===== src/rtl/seq_mult_unit_pkg.sv =====
// Shared definitions for the miniRISC execute-stage multiplier slice.
package seq_mult_unit_pkg;

  localparam int unsigned WORD_W = 32;

  typedef enum logic [1:0] {
    IDLE = 2'b00,
    RUN  = 2'b01,
    DONE = 2'b10
  } mult_state_t;

endpackage


===== src/rtl/seq_mult_unit_add.sv =====
// 32-bit ADD block: purely combinational sum with carry-out.
module seq_mult_unit_add
  import seq_mult_unit_pkg::*;
(
  input  logic [WORD_W-1:0] input1,
  input  logic [WORD_W-1:0] input2,
  output logic [WORD_W-1:0] sum,
  output logic              carry_from_sum
);

  assign {carry_from_sum, sum} = {1'b0, input1} + {1'b0, input2};

endmodule


===== src/rtl/seq_mult_unit.sv =====
// Iterative 32x32 unsigned shift-and-add multiplier with start/busy/done handshake.
//   state | meaning
//   IDLE  | waiting for start
//   RUN   | one shift-and-add step per cycle, WIDTH steps
//   DONE  | product valid for one cycle; start here chains the next op
module seq_mult_unit
  import seq_mult_unit_pkg::*;
#(
  parameter int unsigned WIDTH = WORD_W,
  parameter int unsigned CNT_W = 6
) (
  input  logic             clk,
  input  logic             rst_n,
  input  logic             start,
  input  logic [WIDTH-1:0] multiplicand,
  input  logic [WIDTH-1:0] multiplier,
  output logic             busy,
  output logic             done,
  output logic [WIDTH-1:0] product_hi,
  output logic [WIDTH-1:0] product_lo
);

  mult_state_t      state_q, state_d;
  logic [CNT_W-1:0] cnt_q;
  logic [WIDTH-1:0] mcand_q;
  logic [WIDTH-1:0] hi_q;
  logic [WIDTH-1:0] lo_q;

  logic [WIDTH-1:0] add_in2;
  logic [WIDTH-1:0] add_sum;
  logic             add_carry;
  logic             accept;
  logic             last_step;

  assign accept    = start && ((state_q == IDLE) || (state_q == DONE));
  assign last_step = (cnt_q == CNT_W'(WIDTH - 1));
  assign add_in2   = lo_q[0] ? mcand_q : '0;

  seq_mult_unit_add u_add (
    .input1         (hi_q),
    .input2         (add_in2),
    .sum            (add_sum),
    .carry_from_sum (add_carry)
  );

  always_ff @(posedge clk or negedge rst_n) begin
    if (!rst_n) begin
      state_q <= IDLE;
    end else begin
      state_q <= state_d;
    end
  end

  always_comb begin
    state_d = state_q;
    case (state_q)
      IDLE:    if (accept) state_d = RUN;
      RUN:     if (last_step) state_d = DONE;
      DONE:    state_d = accept ? RUN : IDLE;
      default: state_d = IDLE;
    endcase
  end

  always_comb begin
    busy = 1'b0;
    done = 1'b0;
    case (state_q)
      RUN:     busy = 1'b1;
      DONE:    done = 1'b1;
      default: ;
    endcase
  end

  // The 33-bit {carry,sum} is kept whole, so the 64-bit product is exact.
  always_ff @(posedge clk or negedge rst_n) begin
    if (!rst_n) begin
      cnt_q   <= '0;
      mcand_q <= '0;
      hi_q    <= '0;
      lo_q    <= '0;
    end else if (accept) begin
      cnt_q   <= '0;
      mcand_q <= multiplicand;
      hi_q    <= '0;
      lo_q    <= multiplier;
    end else if (state_q == RUN) begin
      cnt_q              <= cnt_q + CNT_W'(1);
      {hi_q, lo_q}       <= {add_carry, add_sum, lo_q[WIDTH-1:1]};
    end
  end

  assign product_hi = hi_q;
  assign product_lo = lo_q;

endmodule

===== config.mk =====
export PLATFORM = sky130hd
export DESIGN_NAME = seq_mult_unit
export DESIGN_NICKNAME = d
export VERILOG_FILES = /design/src/rtl/seq_mult_unit_pkg.sv /design/src/rtl/seq_mult_unit_add.sv /design/src/rtl/seq_mult_unit.sv
export SDC_FILE = /design/constraint.sdc
export NUM_CORES = 1
export LEC_CHECK = 0
export ABC_AREA = 1
export CORE_ASPECT_RATIO = 1.1
export CORE_MARGIN = 3
export CORE_UTILIZATION = 57
export DETAILED_ROUTE_END_ITERATION = 12
export PLACE_DENSITY = 0.87
export RECOVER_POWER = 50
export SYNTH_ARGS = -nofsm -noshare
export SYNTH_HDL_FRONTEND = slang
export SYNTH_SLANG_ARGS = --single-unit

===== constraint.sdc =====
create_clock -name clk -period 5.6 [get_ports clk]
set_clock_uncertainty 0.1 [all_clocks]
set_input_delay 1.12 -clock clk [delete_from_list [all_inputs] [get_ports clk]]
set_output_delay 1.12 -clock clk [all_outputs]
set_load 0.03 [all_outputs]

==> results.cfg, run 1 <==
[global_route]
grt_usage = 0.288
grt_pass1_vias = 6524
grt_util_met1 = 0.386
use_met2 = 0.459
grt_pass1_wl_mm = 30.3
top_usage_layer = met2
grt-ovfl-total = 0
grt_max_degree = 72
grt_use_met3 = 0.0683
antenna_found_initial = 0

[critical_path]
critPathCaptureType = flip-flop
cp_max_fo = 43
arrival_ps = 3990
start_kind = flip-flop
required_ps = 5770
critical_path_class = reg2reg

[sta]
period_needed_ps = 3820
drv_slew = 79
fmax_ghz = 0.262
fin_tns_setup_ps = 0
setup_ws_ps = 1780
hold_viol = 0
setup_viol = 0
fin_crit_sh = 0.682
slew_headroom = -0.416
rsz0062_at_grt = no
tightest_slew_ps = 2120

[floorplanning]
die_x_um = 110
die-height_um = 120
core_um2 = 11500
die_area_um2 = 13200
rows = 41
start_util = 0.587
pin_count = 133

[placed_design]
post-dp-hpwl_mm = 13.4
routabilityCongestion = 1.02
port_buffers = 132
place_ws_ps = 2020
placed_cell_area_um2 = 8200

[yosys]
synth_area_um2 = 6770
synth_cells = 1014
seq_area_frac_synth = 0.384
syn_nets = 1115
yosysTopAreaCell = dfrtp_1
synth_edf_count = 0
synth_top_area_frac = 0.384
synth_area_leaders = dfrtp_1 (38%), nand2_1 (25%), inv_1 (10%)
async_reset_ff_frac = 1.00
yosysWarningCount = 0
ys_ff_latch = 104
synth_cell_type_count = 33
synth_flop_cell = dfrtp_1
syn_avg_cell_area_um2 = 6.68

[clock_network]
clkTransAtPathRegs_ps = 80
cts_resized = 0
htreeDepth = 3
cts-root-buf = clkbuf_16
hold_buffers = 0
cts_setup_buffers = 0
cts_sinks = 104
cts_buffers = 9
tritoncts = built
clockBufferDepth = 2
clock_latency_ps = 360

[power]
peakVddDrop_v = 0.000372
power_density_nw_per_um2 = 651
leakagePower_uw = 0.00481

[finish]
final_nets = 1236
seqCellArea_um2 = 2600
n_fill_cell = 927
multi_input_area_um2 = 3350
final_cell_area_um2 = 8480
area_growth_pct = 25.2
n_antenna_cell = 0
drive_gt1_frac = 0.0395

[routing]
wl_mm = 18.1
ant_nets = 0
first_pass_iters = 5
drt_iter0_markers = 491
vias = 6687
wire_per_inst_um = 14.0
via_per_inst = 5.18
drc = 0

[run_status]
violations = capacitance limit, slew limit
status = finished, violations left

[hold_path]
hp-class = reg2reg

[flow_run]
max-cap-violations = 2
-- flip-flops by register name, summed over array words and instances (netlist names) --
register	count
cnt_q	6
state_q	2
product_hi	32
mcand_q	32
product_lo	32
-- final timing paths --
path	startpoint	end	slack, ps	cells after the start
hold reg to reg	mcand_q[27]$_DFFE_PN0P_	mcand_q[27]$_DFFE_PN0P_	380	2
min in group asynchronous	rst_n	product_hi[24]$_DFFE_PN0P_	790	1
setup reg to reg	state_q[0]$_DFFE_PN0P_	product_hi[1]$_DFFE_PN0P_	1780	10
hold / removal	mcand_q[27]$_DFFE_PN0P_	mcand_q[27]$_DFFE_PN0P_	380	2
max in group asynchronous	rst_n	product_hi[30]$_DFFE_PN0P_	2400	2
setup / recovery	state_q[0]$_DFFE_PN0P_	product_hi[1]$_DFFE_PN0P_	1780	10
-- report_power, final --
part	switching [µW]	internal, µW
Combinational	2210	1250
Sequential	289	1140
Clock	319	312
Total	2820	2710
-- logic make-up after synthesis --
logic type               after synthesis  share of synthesized area
AO/OA/AOI/OAI                         90                     0.0885
XOR/XNOR                               2                    0.00259
adder cells (fa/ha/maj)               34                     0.0639
buffers and inverters                214                      0.121
flip-flops                           104                      0.384
multiplexers                           1                    0.00148
AND/OR/NAND/NOR                      569                      0.338
-- layer usage --
layer | wire length, µm | part of all wire
met5 | 0 | 0
met4 | 495 | 0.027
met3 | 1610 | 0.089
met2 | 8350 | 0.46
met1 | 7660 | 0.42
-- final cells by class --
cell class / instances / share of cell area
inverter: 187 / 0.0828
clock buffer: 9 / 0.0266
clock inverter: 7 / 0.00782
sequential: 104 / 0.307
tap: 150 / 0.0221
timing repair buffer: 137 / 0.159
multi-input combinational: 696 / 0.395
-- worst max-delay path, stage by stage (launching register included) --
cell,delay (ps)
dfrtp_1,380
inv_1,80
nor2_2,40
buf_4,240
inv_2,80
clkbuf_1,1510
nand2_1,100
buf_4,330
inv_2,540
nand2_1,150
o21ai_0,130
-- synthesized netlist by cell type (2+ instances only) --
cell type    n
nand2_1    455
inv_1      185
dfrtp_1    104
nor2_1      41
nand3_1     36
ha_1        33
o221ai_1    30
a21oi_1     29
clkbuf_1    15
o21ai_0     15
buf_2       12
nand2_2     11
nor3_1       6
nand3_2      4
nand4_1      4
nor2_2       4
o21ai_1      4
a21o_1       2
a22o_1       2
a32o_1       2
and2_1       2
inv_2        2
nand3b_1     2
o211ai_1     2
o31ai_1      2
or2_2        2
xnor2_1      2
-- stage by stage --
stage	cells	utilization	hold WS, ps	total power [µW]
after floorplan	1014	-	349	3790
after global placement	1274	0.710	363	4830
after detailed placement	1274	0.710	366	4900
after CTS	1290	0.736	386	5560
after global routing	1290	0.735	391	6000
final	1290	0.735	384	5520
-- cell usage in the layout, fill, tap and decap left out, types with 2 or more instances in the layout --
cell             count
nand2_1            456
inv_1              184
dfrtp_1            104
clkdlybuf4s50_1    101
nor2_1              41
nand3_1             36
ha_1                33
o221ai_1            30
dlygate4sd3_1       30
a21oi_1             29
o21ai_0             15
nand2_2             10
clkbuf_16            9
nor3_1               6
nor2_2               4
nand3_2              4
nand4_1              4
o21ai_1              4
buf_4                4
inv_2                3
a21o_1               2
and2_1               2
nand3b_1             2
xnor2_1              2
o31ai_1              2
or2_2                2
a32o_1               2
a22o_1               2
o211ai_1             2
clkinv_4             2
clkbuf_1             2
Power figures use the tool's default switching activity.
==> inputs of run 2 (changes only) <==
CORE_UTILIZATION = 48   (was 57)
PLACE_DENSITY = 0.78   (was 0.87)
clock period = 3.1 ns   (was 5.6 ns; I/O delays follow)
==> run 2 against run 1 <==
Effect of this change:
- the flow now finishes without violations
- clock-buffer cell count is 2 higher
- core utilization shrank 9.7 points
- worst hold slack got worse by 2.8 ps
- combinational power grew 86%
- largest cell class unchanged
==> results.cfg, run 2 (same netlist as run 1, synthesis figures left out) <==
[sta]
tightest_slew_ps = 1370
slew_headroom = 0.0871
fin_tns_setup_ps = 0
setup_viol = 0
drv_slew = 0
period_needed_ps = 2870
whs_ps = 381
hold_viol = 0
fin_crit_sh = 0.925
rsz0062_at_grt = no
fmax_ghz = 0.349

[global_route]
grt_pass1_wl_mm = 32.0
antenna_found_initial = 0
grt_usage = 0.257
grt-ovfl-total = 0
grt_max_degree = 53
grt_pass1_vias = 6671

[placed_design]
place_inst = 1313
routabilityCongestion = 0.906
post-dp-hpwl_mm = 14.9
port_buffers = 132

[critical_path]
r2r_slack_ps = 410
slowest_stage = clkdlybuf4s50_1
worstSetupStartpoint = product_lo[0]$_DFFE_PN0P_
cp_num_buf_inv = 2
reg2reg_depth = 15
cpLargestDelayFamily = buffers and inverters
critPathCaptureType = primary output
arrival_ps = 2150
required_ps = 2380
cp_max_fo = 18
r2r-start = product_lo[0]$_DFFE_PN0P_
path_cells = buf_4, clkdlybuf4s50_1
rr_endpoint = product_hi[25]$_DFFE_PN0P_
cp.depth = 2
crit_end = product_lo[0]
critical_path_class = reg2out
crit_path_max_incr_delay_ps = 750
start_kind = flip-flop

[routing]
via_per_inst = 5.04
ant_nets = 0
drc = 0
wl_mm = 19.4
vias = 6696
wire_per_inst_um = 14.6
drt_iter0_markers = 459
first_pass_iters = 5

[power]
internal_power_uw = 5150
p_comb_frac = 0.625
p_sw_frac = 0.500
leakagePower_uw = 0.00483
total_power_uw = 10300
power.switching_uw = 5150
power_density_nw_per_um2 = 1200
p_seq_frac = 0.253
peakVddDrop_v = 0.000633
clkPwrFrac = 0.122

[finish]
final_common_cell = nand2_1
fin_util = 0.638
drive_gt1_frac = 0.0411
final_nets = 1241
layout_common_cells = nand2_1 (456), inv_1 (185), clkdlybuf4s50_1 (130), dfrtp_1 (104), nor2_1 (41)
n_antenna_cell = 0
area_growth_pct = 27.1
n_fill_cell = 1267
final_cells = 1328

[clock_network]
tritoncts = built
cts_sinks = 104
cts_buffers = 9
htreeDepth = 3
cts_resized = 0
clockBufferDepth = 2
cts_setup_buffers = 0
hold_buffers = 0
cts-root-buf = clkbuf_16
clock_latency_ps = 360
clkTransAtPathRegs_ps = 70

[run_status]
status = completed

[flow_run]
max-cap-violations = 0

[floorplanning]
rows = 44
die_x_um = 119
pin_count = 133
die-height_um = 131
die_area_um2 = 15600
core_um2 = 13500
start_util = 0.502

[hold_path]
hp-class = reg2reg
[run 2: tightest hold or removal path: stages (launching register included)]
cell and delay, ps:
dfrtp_1 340, nand2_1 50, nand2_1 60
[run 2: layout make-up]
class | instances | area, µm² | share of cell area
well taps | 184 | 230 | 0.0267
clock buffers | 11 | 243 | 0.0282
clock inverters | 4 | 77.6 | 0.00901
repair buffers | 142 | 1400 | 0.163
flip-flops and latches | 104 | 2600 | 0.302
multi-input cells | 696 | 3350 | 0.389
inverters | 187 | 702 | 0.0815
[run 2: power by group through the flow]
stage | sequential, µW | clock [µW] | combinational (µW)
2_1_floorplan | 3270 | 0 | 3580
3_3_place_gp | 2600 | 0 | 6330
3_5_place_dp | 2610 | 0 | 6420
4_1_cts | 2610 | 1270 | 6450
5_1_grt | 2690 | 1320 | 7140
6_report | 2610 | 1250 | 6440
[run 2: layer usage]
layer | part of all wire | vias up | track usage | wire [µm]
li1 | - | 3366 | - | -
met1 | 0.43 | 3079 | 0.320 | 8350
met2 | 0.46 | 220 | 0.435 | 8990
met3 | 0.082 | 31 | 0.0710 | 1590
met4 | 0.023 | 0 | 0.0900 | 452
met5 | 0 | - | 0 | 0
[run 2: stage by stage]
| step | area [µm²] | setup slack, ps |
|---|---|---|
| global placement | 8320 | 480 |
| global route | 8610 | 132 |
| CTS | 8640 | 217 |
| finish | 8610 | 232 |
| floorplan | 6770 | 735 |
| detailed placement | 8320 | 483 |
[run 2: how the worst min path moves through the flow]
stage,start,end,slack [ps],depth (start not counted)
after floorplan,rst_n,cnt_q[0]$_DFFE_PN0P_,220,0
after global placement,mcand_q[28]$_DFFE_PN0P_,mcand_q[28]$_DFFE_PN0P_,360,2
after detailed placement,mcand_q[14]$_DFFE_PN0P_,mcand_q[14]$_DFFE_PN0P_,370,2
after CTS,rst_n,product_hi[9]$_DFFE_PN0P_,250,1
after global routing,mcand_q[9]$_DFFE_PN0P_,mcand_q[9]$_DFFE_PN0P_,400,2
final,mcand_q[28]$_DFFE_PN0P_,mcand_q[28]$_DFFE_PN0P_,380,2
